==> config.mk <==
export PLATFORM = sky130hd
export DESIGN_NAME = axis_frame_arbiter
export DESIGN_NICKNAME = d
export VERILOG_FILES = /design/src/rtl/axis_frame_arbiter_pkg.sv /design/src/rtl/axis_frame_arbiter_skid.sv /design/src/rtl/axis_frame_arbiter.sv
export SDC_FILE = /design/constraint.sdc
export NUM_CORES = 1
export LEC_CHECK = 0
export BUFFER_PORTS_ARGS = -buffer_cell sky130_fd_sc_hd__buf_2
export CORE_UTILIZATION = 44
export CTS_CLUSTER_SIZE = 8
export DETAILED_ROUTE_END_ITERATION = 8
export PLACE_DENSITY_LB_ADDON = 0.3
export SLEW_MARGIN = 0
export SYNTH_ARGS = -nofsm -noshare
export SYNTH_HDL_FRONTEND = slang
export SYNTH_SLANG_ARGS = --single-unit
==> constraint.sdc <==
create_clock -name clk -period 1.66 [get_ports clk]
set_input_delay 0.083 -clock clk [delete_from_list [all_inputs] [get_ports clk]]
set_output_delay 0.083 -clock clk [all_outputs]
set_load 0.02 [all_outputs]
==> src/rtl/axis_frame_arbiter_pkg.sv <==
// Shared types for the frame arbiter: FSM state encoding and grant-index sizing.
package axis_frame_arbiter_pkg;

  typedef enum logic {
    ST_IDLE = 1'b0,
    ST_BUSY = 1'b1
  } arb_state_e;

  // A single requester still needs a 1-bit grant index.
  function automatic int idx_width(input int n);
    return (n > 1) ? $clog2(n) : 1;
  endfunction

endpackage

==> src/rtl/axis_frame_arbiter_skid.sv <==
// Two-entry registered skid buffer: 1-cycle latency, 1 beat/cycle sustained.
// Input ready is simply "not full", so it never depends on i_rdy combinationally.
module axis_skid_buffer #(
  parameter int WIDTH = 9
) (
  input  logic             clk,
  input  logic             rstn,
  input  logic             i_vld,
  output logic             o_rdy,
  input  logic [WIDTH-1:0] i_dat,
  output logic             o_vld,
  input  logic             i_rdy,
  output logic [WIDTH-1:0] o_dat
);

  logic             r_vld0;
  logic             r_vld1;
  logic [WIDTH-1:0] r_dat0;
  logic [WIDTH-1:0] r_dat1;
  logic             w_push;
  logic             w_pop;

  assign o_rdy  = ~r_vld1;
  assign o_vld  = r_vld0;
  assign o_dat  = r_dat0;
  assign w_push = i_vld & ~r_vld1;
  assign w_pop  = r_vld0 & i_rdy;

  always_ff @(posedge clk or negedge rstn) begin
    if (!rstn) begin
      r_vld0 <= 1'b0;
      r_vld1 <= 1'b0;
      r_dat0 <= '0;
      r_dat1 <= '0;
    end else if (w_pop) begin
      // With the tail occupied the buffer is full, so no push can coincide.
      if (r_vld1) begin
        r_dat0 <= r_dat1;
        r_vld1 <= 1'b0;
      end else if (w_push) begin
        r_dat0 <= i_dat;
      end else begin
        r_vld0 <= 1'b0;
      end
    end else if (w_push) begin
      if (r_vld0) begin
        r_dat1 <= i_dat;
        r_vld1 <= 1'b1;
      end else begin
        r_dat0 <= i_dat;
        r_vld0 <= 1'b1;
      end
    end
  end

endmodule

==> src/rtl/axis_frame_arbiter.sv <==
// N:1 frame-granular AXI-Stream arbiter; grant at the request edge, egress 1 cycle after accept.
// Backpressure: granted port's tready follows the skid buffer's not-full flag only.
module axis_frame_arbiter
  import axis_frame_arbiter_pkg::*;
#(
  parameter  int NUM_PORTS  = 4,
  parameter  int DATA_WIDTH = 8,
  parameter  int ARB_MODE   = 0,
  localparam int IDX_WIDTH  = idx_width(NUM_PORTS)
) (
  input  logic                            clk,
  input  logic                            rstn,
  input  logic [NUM_PORTS*DATA_WIDTH-1:0] s_axis_tdata,
  input  logic [NUM_PORTS-1:0]            s_axis_tvalid,
  output logic [NUM_PORTS-1:0]            s_axis_tready,
  input  logic [NUM_PORTS-1:0]            s_axis_tlast,
  output logic [DATA_WIDTH-1:0]           m_axis_tdata,
  output logic                            m_axis_tvalid,
  input  logic                            m_axis_tready,
  output logic                            m_axis_tlast,
  output logic                            grant_active,
  output logic [IDX_WIDTH-1:0]            grant_index
);

  arb_state_e             r_state;
  logic                   r_grant_active;
  logic [IDX_WIDTH-1:0]   r_grant_index;
  logic [IDX_WIDTH-1:0]   r_rr_ptr;

  logic                   w_sel_vld;
  logic                   w_sel_last;
  logic [DATA_WIDTH-1:0]  w_sel_dat;
  logic                   w_skid_rdy;
  logic                   w_accept;
  logic [IDX_WIDTH-1:0]   w_winner;
  logic [DATA_WIDTH:0]    w_skid_out;
  logic [NUM_PORTS-1:0]   w_tready;

  // Masked priority encoder: ports at or above the pointer first, then wrap to the full set.
  function automatic logic [IDX_WIDTH-1:0] f_pick(
    input logic [NUM_PORTS-1:0] req,
    input logic [IDX_WIDTH-1:0] ptr
  );
    logic [NUM_PORTS-1:0] upper;
    logic [NUM_PORTS-1:0] cand;
    logic [IDX_WIDTH-1:0] sel;
    for (int i = 0; i < NUM_PORTS; i++) upper[i] = (i >= int'(ptr));
    cand = ((ARB_MODE == 0) && |(req & upper)) ? (req & upper) : req;
    sel  = '0;
    for (int i = NUM_PORTS - 1; i >= 0; i--) begin
      if (cand[i]) sel = IDX_WIDTH'(i);
    end
    return sel;
  endfunction

  assign w_winner   = f_pick(s_axis_tvalid, r_rr_ptr);
  assign w_sel_vld  = (r_state == ST_BUSY) & s_axis_tvalid[r_grant_index];
  assign w_sel_last = s_axis_tlast[r_grant_index];
  assign w_sel_dat  = s_axis_tdata[r_grant_index*DATA_WIDTH +: DATA_WIDTH];
  assign w_accept   = w_sel_vld & w_skid_rdy;

  always_comb begin
    w_tready = '0;
    if (r_state == ST_BUSY) w_tready[r_grant_index] = w_skid_rdy;
  end

  assign s_axis_tready = w_tready;
  assign grant_active  = r_grant_active;
  assign grant_index   = r_grant_index;

  always_ff @(posedge clk or negedge rstn) begin
    if (!rstn) begin
      r_state        <= ST_IDLE;
      r_grant_active <= 1'b0;
      r_grant_index  <= '0;
      r_rr_ptr       <= '0;
    end else begin
      case (r_state)
        ST_IDLE: begin
          if (|s_axis_tvalid) begin
            r_grant_index  <= w_winner;
            r_grant_active <= 1'b1;
            r_state        <= ST_BUSY;
          end
        end
        ST_BUSY: begin
          // Fairness pointer moves only when the granted frame completes.
          if (w_accept && w_sel_last) begin
            r_grant_active <= 1'b0;
            r_state        <= ST_IDLE;
            r_rr_ptr       <= (r_grant_index == IDX_WIDTH'(NUM_PORTS - 1)) ?
                              '0 : r_grant_index + 1'b1;
          end
        end
        default: r_state <= ST_IDLE;
      endcase
    end
  end

  axis_skid_buffer #(
    .WIDTH (DATA_WIDTH + 1)
  ) u_skid (
    .clk   (clk),
    .rstn  (rstn),
    .i_vld (w_sel_vld),
    .o_rdy (w_skid_rdy),
    .i_dat ({w_sel_last, w_sel_dat}),
    .o_vld (m_axis_tvalid),
    .i_rdy (m_axis_tready),
    .o_dat (w_skid_out)
  );

  assign m_axis_tlast = w_skid_out[DATA_WIDTH];
  assign m_axis_tdata = w_skid_out[DATA_WIDTH-1:0];

endmodule

* After elaboration in Yosys (flattened, before gate mapping) *
Index checks and enable logic that the tools add are counted.

storage, ports and cells
  flip-flop bits (word level) = 26
  input port bits = 43
  output and inout port bits = 17

operators by class
  $add $sub $neg = 1
  $lt $le $gt $ge = 5
  eq/ne operators = 6
  shifts and indexed selects = 1
  multiplexer cells = 31
  bitwise logic cells = 8
  reductions and logical operators = 14

operators by type and width
  operator                                                    number
  2-to-1 mux 9 bit                                            5
  variable part select 32 x 6 -> 8 bit                        1
  2-to-1 mux 1 bit                                            14
  2-to-1 mux 2 bit                                            5
  AND reduction 3 bit                                         3
  AND 4 bit                                                   2
  2-to-1 mux 4 bit                                            2
  != test 2 bit, second input constant                        4
  AND reduction 2 bit                                         4
  OR reduction 4 bit                                          2
  nonzero test 2 bit                                          3
  binary-select mux 1 bit (select 2 bit)                      2
  >= comparator 1 x 2 -> 1 bit, first input constant          2
  case mux 1 bit (2 select lines)                             2
  AND 1 bit                                                   3
  less-than comparator 2 x 3 -> 1 bit, second input constant  1
  NOT 1 bit                                                   3
  adder 2 x 1 -> 2 bit, second input constant                 1
  demux 1 bit (select 2 bit)                                  1
  equality test 2 bit, second input constant                  1
  >= comparator 2 x 1 -> 1 bit, second input constant         1
  >= comparator 2 bit, first input constant                   1
  logical AND 1 bit                                           2
  != test 2 x 1 -> 1 bit, second input constant               1

* Depth between registers and ports, before layout *
Gate-level depths: netlist of run 1.

  word-level depth = 8
  gate-level depth with buffers = 7
  gate-level depth less buffers = 4

* Hierarchy *
From an unflattened synthesis of run 1, not the netlist that was laid out.

unflattened totals
  cells, all modules = 144
  area total of the unflattened synthesis = 1726.7 um^2

by module, submodules not included
  module              instances  cells each  area each (um^2)  sequential area each (um^2)
  axis_skid_buffer    1          89          1047.3            500.5
  axis_frame_arbiter  1          55          679.4             150.1

* Worst setup path after synthesis of run 1 *
Ideal clock, no wire load.

  path kind = flip-flop to flip-flop
  start point = reg r_grant_index[0] (netlist: grant_index[0])
  end point = reg u_skid.r_dat0[0] (netlist: u_skid.o_dat[0])
  library setup time = 0.125 ns
  data arrival time = 1.784 ns
  data required time = 1.535 ns
  setup slack = -0.249 ns
  cell stages (with the launch flop) = 6
  path through = dfrtp_1 > buf_6 > buf_12 > mux4_2 > mux2_2 > mux2_4

between the ends
  word-level cells in the longest chain between the ends = 6
  elaborated cells on any way between the ends = 13

ends and longest elaborated chain
  what                                                                                          RTL line                       text
  start, declared                                                                               axis_frame_arbiter.sv:27       logic [IDX_WIDTH-1:0] r_grant_index;
  start signal, assigned                                                                        axis_frame_arbiter.sv:81       r_grant_index <= w_winner;
  parallel branches: the longest is 6 deep, another holds variable part select 32 x 6 -> 8 bit  --
  end signal, assigned                                                                          axis_frame_arbiter_skid.sv:38  r_dat0 <= r_dat1;
  end signal, assigned                                                                          axis_frame_arbiter_skid.sv:41  r_dat0 <= i_dat;
  end signal, assigned                                                                          axis_frame_arbiter_skid.sv:50  r_dat0 <= i_dat;
  end, declared                                                                                 axis_frame_arbiter_skid.sv:18  logic [WIDTH-1:0] r_dat0;

Several ways; the timed one is not identified. The select of a mux whose other input is x is not followed.
A chain may end at the register's enable or synchronous reset.

* Final worst setup path of run 1 *
Ends and elaborated chain as after synthesis.

==> impl_metrics.tcl, run 1 <==
set metrics [dict create \
    dp_hpwl_um 2770 \
    async_reset_ff_share_pct 100 \
    clk_latency_ps 320 \
    cp_slowest_stage_delay_ps 520 \
    drv_cap 0 \
    max-vdd-ir-drop_mv 1.01 \
    r2r_slack_ps -50 \
    cts_buffer_depth 2 \
    synth.avg_cell_area_um2 13.9 \
    grt_pass1_vias 1277 \
    diodes 0 \
    wirelength_um 3680 \
    hold_viol 0 \
    maxSlewViolCount 0 \
    yosysUniqueCellTypes 31 \
    vias 1237 \
    vias_per_cell 5.26 \
    rows 21 \
    synth_area_mm2 0.00159 \
    die_w_um 62.2 \
    clock-sinks 26 \
    gp_congestion 0.738 \
    grt_remaining_overflow 0 \
    hold_slack_ps 19.4 \
    cts-root-buf "clkbuf_4" \
    grt_pass1_wl_um 6100 \
    cts_buffers 3 \
    port_buffers 59 \
    clk_pin_slew_ps 150 \
    path_buf_inv 1 \
    cts_htree_levels 1 \
    layout_common_cells "56 x buf_2, 26 x mux2_4, 23 x dfrtp_1" \
    worstMarginPinSlew_ps 572 \
    drc 0 \
    start_kind "flop" \
    fin_crit_sh_pct 103 \
    end_kind "flop" \
    rr_worst_depth 4 \
    ios 60 \
    first_iter_violations 39 \
    rsz0062_at_grt "true" \
    leakage_nw 1.15 \
    cp_max_fo 4 \
    final_layout_size_suffix_gt1_share_pct 67.2 \
    rr_startpoint "grant_index[0]$_DFFE_PN0P_" \
    max_freq_mhz 586 \
    status "complete, but fails checks" \
    die_y_um 62.2 \
    cts_tree "yes" \
    syn_nets 162 \
    skew_ps 9.30 \
    post_drt_wl_per_cell_um 15.7 \
    antenna_found_initial 0 \
    syn_inst 115 \
    setup_viol 13 \
    grt_use_total_pct 20.3 \
    dieArea_mm2 0.00386 \
    timing.rr.end "u_skid.o_dat[0]$_DFFE_PN0P_" \
    synth_edf_count 0 \
    violations "negative setup slack" \
    fin_nets 237 \
    crit_family "multiplexers" \
    holdPathStages 2 \
    holdCritStartpoint "m_axis_tready" \
    ys_ff_latch 26 \
    grt_max_degree 27 \
    finalPower_mw 4.47 \
    crit_path_frequent_cell "mux2_4" \
    drt-pass1-iter-count 4 \
    place_ws_ps -62.2 \
    cp_data_required_time_ps 1890 \
    worst-setup-path-type "flop to flop" \
    synth_area_leaders "dfrtp_1 41%, mux4_2 13%, mux2_1 8.5%" \
    setup_slack_ps -45.6 \
    holdCritPathClass "input pin to flop" \
    synthToLayoutAreaGrowth_pct 39.5 \
    final_common_cell "buf_2" \
    postRouteAntennaNets 0 \
    synth-seq-area-share_pct 40.8 \
    crit_chain "buf_4, mux4_2, mux2_4, mux2_4" \
    relSlewSlack_pct 61.8 \
    coreArea_mm2 0.00339 \
    fin_util_pct 65.6 \
    post-synth-top-area-cell "dfrtp_1" \
    yosysTopAreaCellShare_pct 40.8 \
    ys_warn_count 0 \
    initial_core_util_pct 47.0 \
    period_needed_ps 1710 \
    arrival_ps 1940 \
    holdPathEnd "u_skid.r_vld1$_DFFE_PN0P_" \
    ys.flop_type "dfrtp_1" \
    cellPowerDensity_mw_per_mm2 2010 \
    worst_path_max_delay_cell "mux4_2" \
]
## cells by family (layout without fill, tap and decap cells)
kind of cell	after synthesis	after routing	share of synthesized area [%]
adder cells (fa/ha/maj)	4	4	3.14
AO/OA/AOI/OAI	14	14	5.81
multiplexers	43	43	39.0
buffers and inverters	9	82	3.93
AND/OR/NAND/NOR	19	20	7.23
flip-flops	26	26	40.8
## flip-flops by register name, summed over array words and instances (netlist names)
signal / count
grant_active: 1
grant_index: 2
r_rr_ptr: 2
r_state: 1
u_skid.o_dat: 9
u_skid.o_vld: 1
u_skid.r_dat1: 9
u_skid.r_vld1: 1
## cells in the mapped netlist, types with 4 or more instances
master    n
dfrtp_1  26
mux2_1   12
mux2_2   10
mux4_2    9
mux2_4    7
and2_1    5
a21oi_1   4
ha_1      4
inv_1     4
mux2i_1   4
## layer usage
metal,track usage [%],share of wire (%)
met1,26.4,43
met2,34.8,51
met3,4.96,5.3
met4,3.49,0.52
met5,0,0
## how the worst max path moves through the flow
| stage | startpoint | end | slack [ps] | cells after the start |
|---|---|---|---|---|
| after global placement | grant_index[0]$_DFFE_PN0P_ | u_skid.o_dat[7]$_DFFE_PN0P_ | -40 | 4 |
| after global routing | grant_index[0]$_DFFE_PN0P_ | u_skid.o_dat[5]$_DFFE_PN0P_ | -80 | 4 |
| after floorplan | grant_index[0]$_DFFE_PN0P_ | u_skid.o_dat[0]$_DFFE_PN0P_ | -170 | 5 |
| final | grant_index[0]$_DFFE_PN0P_ | u_skid.o_dat[0]$_DFFE_PN0P_ | -50 | 4 |
| after detailed placement | grant_index[0]$_DFFE_PN0P_ | u_skid.o_dat[7]$_DFFE_PN0P_ | -60 | 4 |
| after CTS | grant_index[0]$_DFFE_PN0P_ | u_skid.o_dat[0]$_DFFE_PN0P_ | -50 | 4 |
## cell type report
| cell class | instances | area [µm²] |
|---|---|---|
| Sequential cell | 26 | 654 |
| Clock buffer | 3 | 22.5 |
| Fill cell | 259 | 1170 |
| Tap cell | 46 | 57.6 |
| Timing Repair Buffer | 74 | 449 |
| Inverter | 4 | 15.0 |
| Clock inverter | 1 | 30.0 |
| Multi-Input combinational cell | 81 | 993 |
## worst register-to-register path: cells and delay by family, from the launching register on
family	cells	cell delay (ps)
buf+inv	1	150
flops	1	430
mux	3	1040
## where the power goes
part	total, mW	switching (mW)	internal, mW
registers	1.24	0.272	0.967
logic	2.80	1.16	1.64
clock network	0.434	0.189	0.244
## repair_timing
item / CTS / global route
hold buffers: 1 / 0
setup buffers: 2 / 1
resized for setup: 20 / 3
endpoints found under the setup margin: 23 / 26
gates cloned: 1 / 0
hold endpoints to repair: 26 / 0
pin swaps: 1 / 0
## per-stage QoR
step / TNS [ps] / instance area (µm²) / std cells
after floorplan: -1980 / 1660 / 115
after global placement: -212 / 2060 / 226
after detailed placement: -584 / 2060 / 226
after CTS: -392 / 2200 / 234
after global routing: -1290 / 2220 / 235
final: -316 / 2220 / 235
No activity file was read; power rests on OpenSTA's default activity.
==> run 2, diff against run 1 <==
--- a/config.mk
+++ b/config.mk
@@ -6,10 +6,12 @@
 export NUM_CORES = 1
 export LEC_CHECK = 0
 export BUFFER_PORTS_ARGS = -buffer_cell sky130_fd_sc_hd__buf_2
+export CORE_MARGIN = 2
 export CORE_UTILIZATION = 44
 export CTS_CLUSTER_SIZE = 8
 export DETAILED_ROUTE_END_ITERATION = 8
 export PLACE_DENSITY_LB_ADDON = 0.3
+export REMOVE_ABC_BUFFERS = 1
 export SLEW_MARGIN = 0
 export SYNTH_ARGS = -nofsm -noshare
 export SYNTH_HDL_FRONTEND = slang
==> run 2 against run 1 <==
Effect of this change:
- the run still ends with negative setup slack left
- cell count grew 2.1%
- hold slack gained 90 ps
- clock skew shrank 5.8 ps
- total power grew 2.9%
- via count grew 4.9%
- register-to-register slack lost 40 ps
- setup slack lost 42 ps
==> impl_metrics.tcl, run 2 (same netlist as run 1, synthesis figures left out) <==
set metrics [dict create \
    worstMarginPinSlew_ps 591 \
    dieArea_mm2 0.00412 \
    drc 0 \
    final_common_cell "buf_2" \
    diodes 0 \
    vias_per_cell 5.41 \
    cts_htree_levels 1 \
    grt_pass1_wl_um 5970 \
    wl_met1_um 1630 \
    hold_viol 0 \
    instances_no_fill 240 \
    fillers 277 \
    vias 1298 \
    skew_ps 3.51 \
    timing.rr.end "u_skid.o_dat[8]$_DFFE_PN0P_" \
    max-vdd-ir-drop_mv 0.986 \
    initial_core_util_pct 46.6 \
    end_kind "flop" \
    fin_crit_sh_pct 105 \
    cts-root-buf "clkbuf_4" \
    holdPathStages 3 \
    leakage_nw 1.17 \
    power.share.switching_pct 36.6 \
    seq_area_um2 653 \
    power.switching_mw 1.68 \
    wirelength_um 3950 \
    ios 60 \
    pwr-share-clk_pct 9.8 \
    rows 21 \
    clk_latency_ps 340 \
    cp_max_fo 5 \
    antenna_found_initial 0 \
    rr_worst_depth 4 \
    multiInputGateArea_um2 987 \
    maxSlewViolCount 0 \
    holdCritPathClass "input pin to flop" \
    dp_hpwl_um 2580 \
    die_w_um 64.2 \
    r2r_slack_ps -90 \
    cts_buffer_depth 2 \
    fin_nets 242 \
    status "complete, but fails checks" \
    seq_power_share_pct 26.9 \
    cp_data_required_time_ps 1900 \
    first_iter_violations 89 \
    rsz0062_at_grt "true" \
    route.met2.wl_um 1970 \
    port_buffers 59 \
    routed.top_layer "met4" \
    grt_remaining_overflow 0 \
    p_int_mw 2.92 \
    finalPower_mw 4.60 \
    period_needed_ps 1750 \
    postRouteAntennaNets 0 \
    violations "negative setup slack" \
    final_layout_size_suffix_gt1_share_pct 66.5 \
    layout_common_cells "56 x buf_2, 24 x dfrtp_1, 22 x mux2_4" \
    cellPowerDensity_mw_per_mm2 2010 \
    setup_slack_ps -87.2 \
    holdPathEnd "grant_index[1]$_DFFE_PN0P_" \
    cts_tree "yes" \
    clk_pin_slew_ps 150 \
    cts_buffers 3 \
    die_y_um 64.2 \
    holdCritStartpoint "s_axis_tvalid[1]" \
    synthToLayoutAreaGrowth_pct 43.4 \
    setup_viol 16 \
    wl_met3_um 280 \
    grt_max_degree 27 \
    combPwrFrac_pct 63.3 \
    coreArea_mm2 0.00342 \
    clock-sinks 26 \
    dp_cells 226 \
    gp_congestion 0.835 \
    post_drt_wl_per_cell_um 16.5 \
    drt-pass1-iter-count 4 \
    grt_pass1_vias 1272 \
    arrival_ps 1990 \
    max_freq_mhz 572 \
    start_kind "flop" \
    grt_use_total_pct 18.8 \
    relSlewSlack_pct 60.6 \
    drv_cap 0 \
    rr_startpoint "grant_index[0]$_DFFE_PN0P_" \
    worst-setup-path-type "flop to flop" \
]
-- run 2: changes by cell type in the layout (fill, tap and decap cells not counted), moves of 2 or more --
cell    previous run  this run
mux2_4            26        22
mux2_2             2         4
mux2_1             1         3
buf_4             11        13
-- run 2: final cells by class --
class | instances | share of cell area (%)
Inverter | 4 | 0.657
Clock inverter | 1 | 1.31
Sequential cell | 26 | 28.6
Timing Repair Buffer | 79 | 22.7
Clock buffer | 3 | 0.986
Multi-Input combinational cell | 81 | 43.2
Tap cell | 46 | 2.52
-- run 2: repair_timing --
item	in CTS	in global routing
hold buffers	2	0
gates cloned	1	1
endpoints found under the hold margin	27	0
resized for setup	20	17
pin swaps	0	2
setup buffers	0	6
endpoints found under the setup margin	22	24
-- run 2: worst max path at each step --
stage | from | to | slack, ps | cells past startpoint
3_5_place_dp | grant_index[1]$_DFFE_PN0P_ | u_skid.r_dat1[5]$_DFFE_PN0P_ | -130 | 4
6_report | grant_index[0]$_DFFE_PN0P_ | u_skid.o_dat[8]$_DFFE_PN0P_ | -90 | 4
4_1_cts | grant_index[0]$_DFFE_PN0P_ | u_skid.o_dat[0]$_DFFE_PN0P_ | -100 | 4
3_3_place_gp | grant_index[0]$_DFFE_PN0P_ | u_skid.o_dat[7]$_DFFE_PN0P_ | -80 | 4
5_1_grt | grant_index[0]$_DFFE_PN0P_ | u_skid.o_dat[2]$_DFFE_PN0P_ | -130 | 4
2_1_floorplan | grant_index[0]$_DFFE_PN0P_ | u_skid.o_dat[7]$_DFFE_PN0P_ | -470 | 3
-- run 2: worst max-delay path, stage by stage, from the launching register on --
cell	delay, ps
dfrtp_2	450
buf_12	140
mux4_2	530
mux2_4	280
mux2_4	260
-- run 2: per-layer routing --
layer  global-route usage [%]  vias up
li1                         -      589
met1                     24.5      640
met2                     32.2       59
met3                     3.70       10
met4                     4.79        0
met5                        0        -
-- run 2: power by group through the flow --
| stage | sequential [mW] | combinational [mW] | clock (mW) |
|---|---|---|---|
| 2_1_floorplan | 1.45 | 1.27 | 0 |
| 3_3_place_gp | 1.18 | 2.29 | 0 |
| 3_5_place_dp | 1.20 | 2.35 | 0 |
| 4_1_cts | 1.21 | 2.60 | 0.457 |
| 5_1_grt | 1.28 | 3.11 | 0.492 |
| 6_report | 1.24 | 2.91 | 0.451 |
-- run 2: stage by stage --
step | worst slack, ps | TNS (ps) | util [%] | hold slack, ps | cell area, µm²
after floorplan | -472 | -8720 | - | -213 | 1550
after global placement | -84.1 | -1080 | 58.7 | 111 | 2010
after detailed placement | -131 | -1600 | 58.7 | 116 | 2010
after CTS | -103 | -678 | 63.3 | 106 | 2160
after global routing | -128 | -1490 | 66.9 | 95.9 | 2280
final | -87.2 | -799 | 66.9 | 109 | 2280
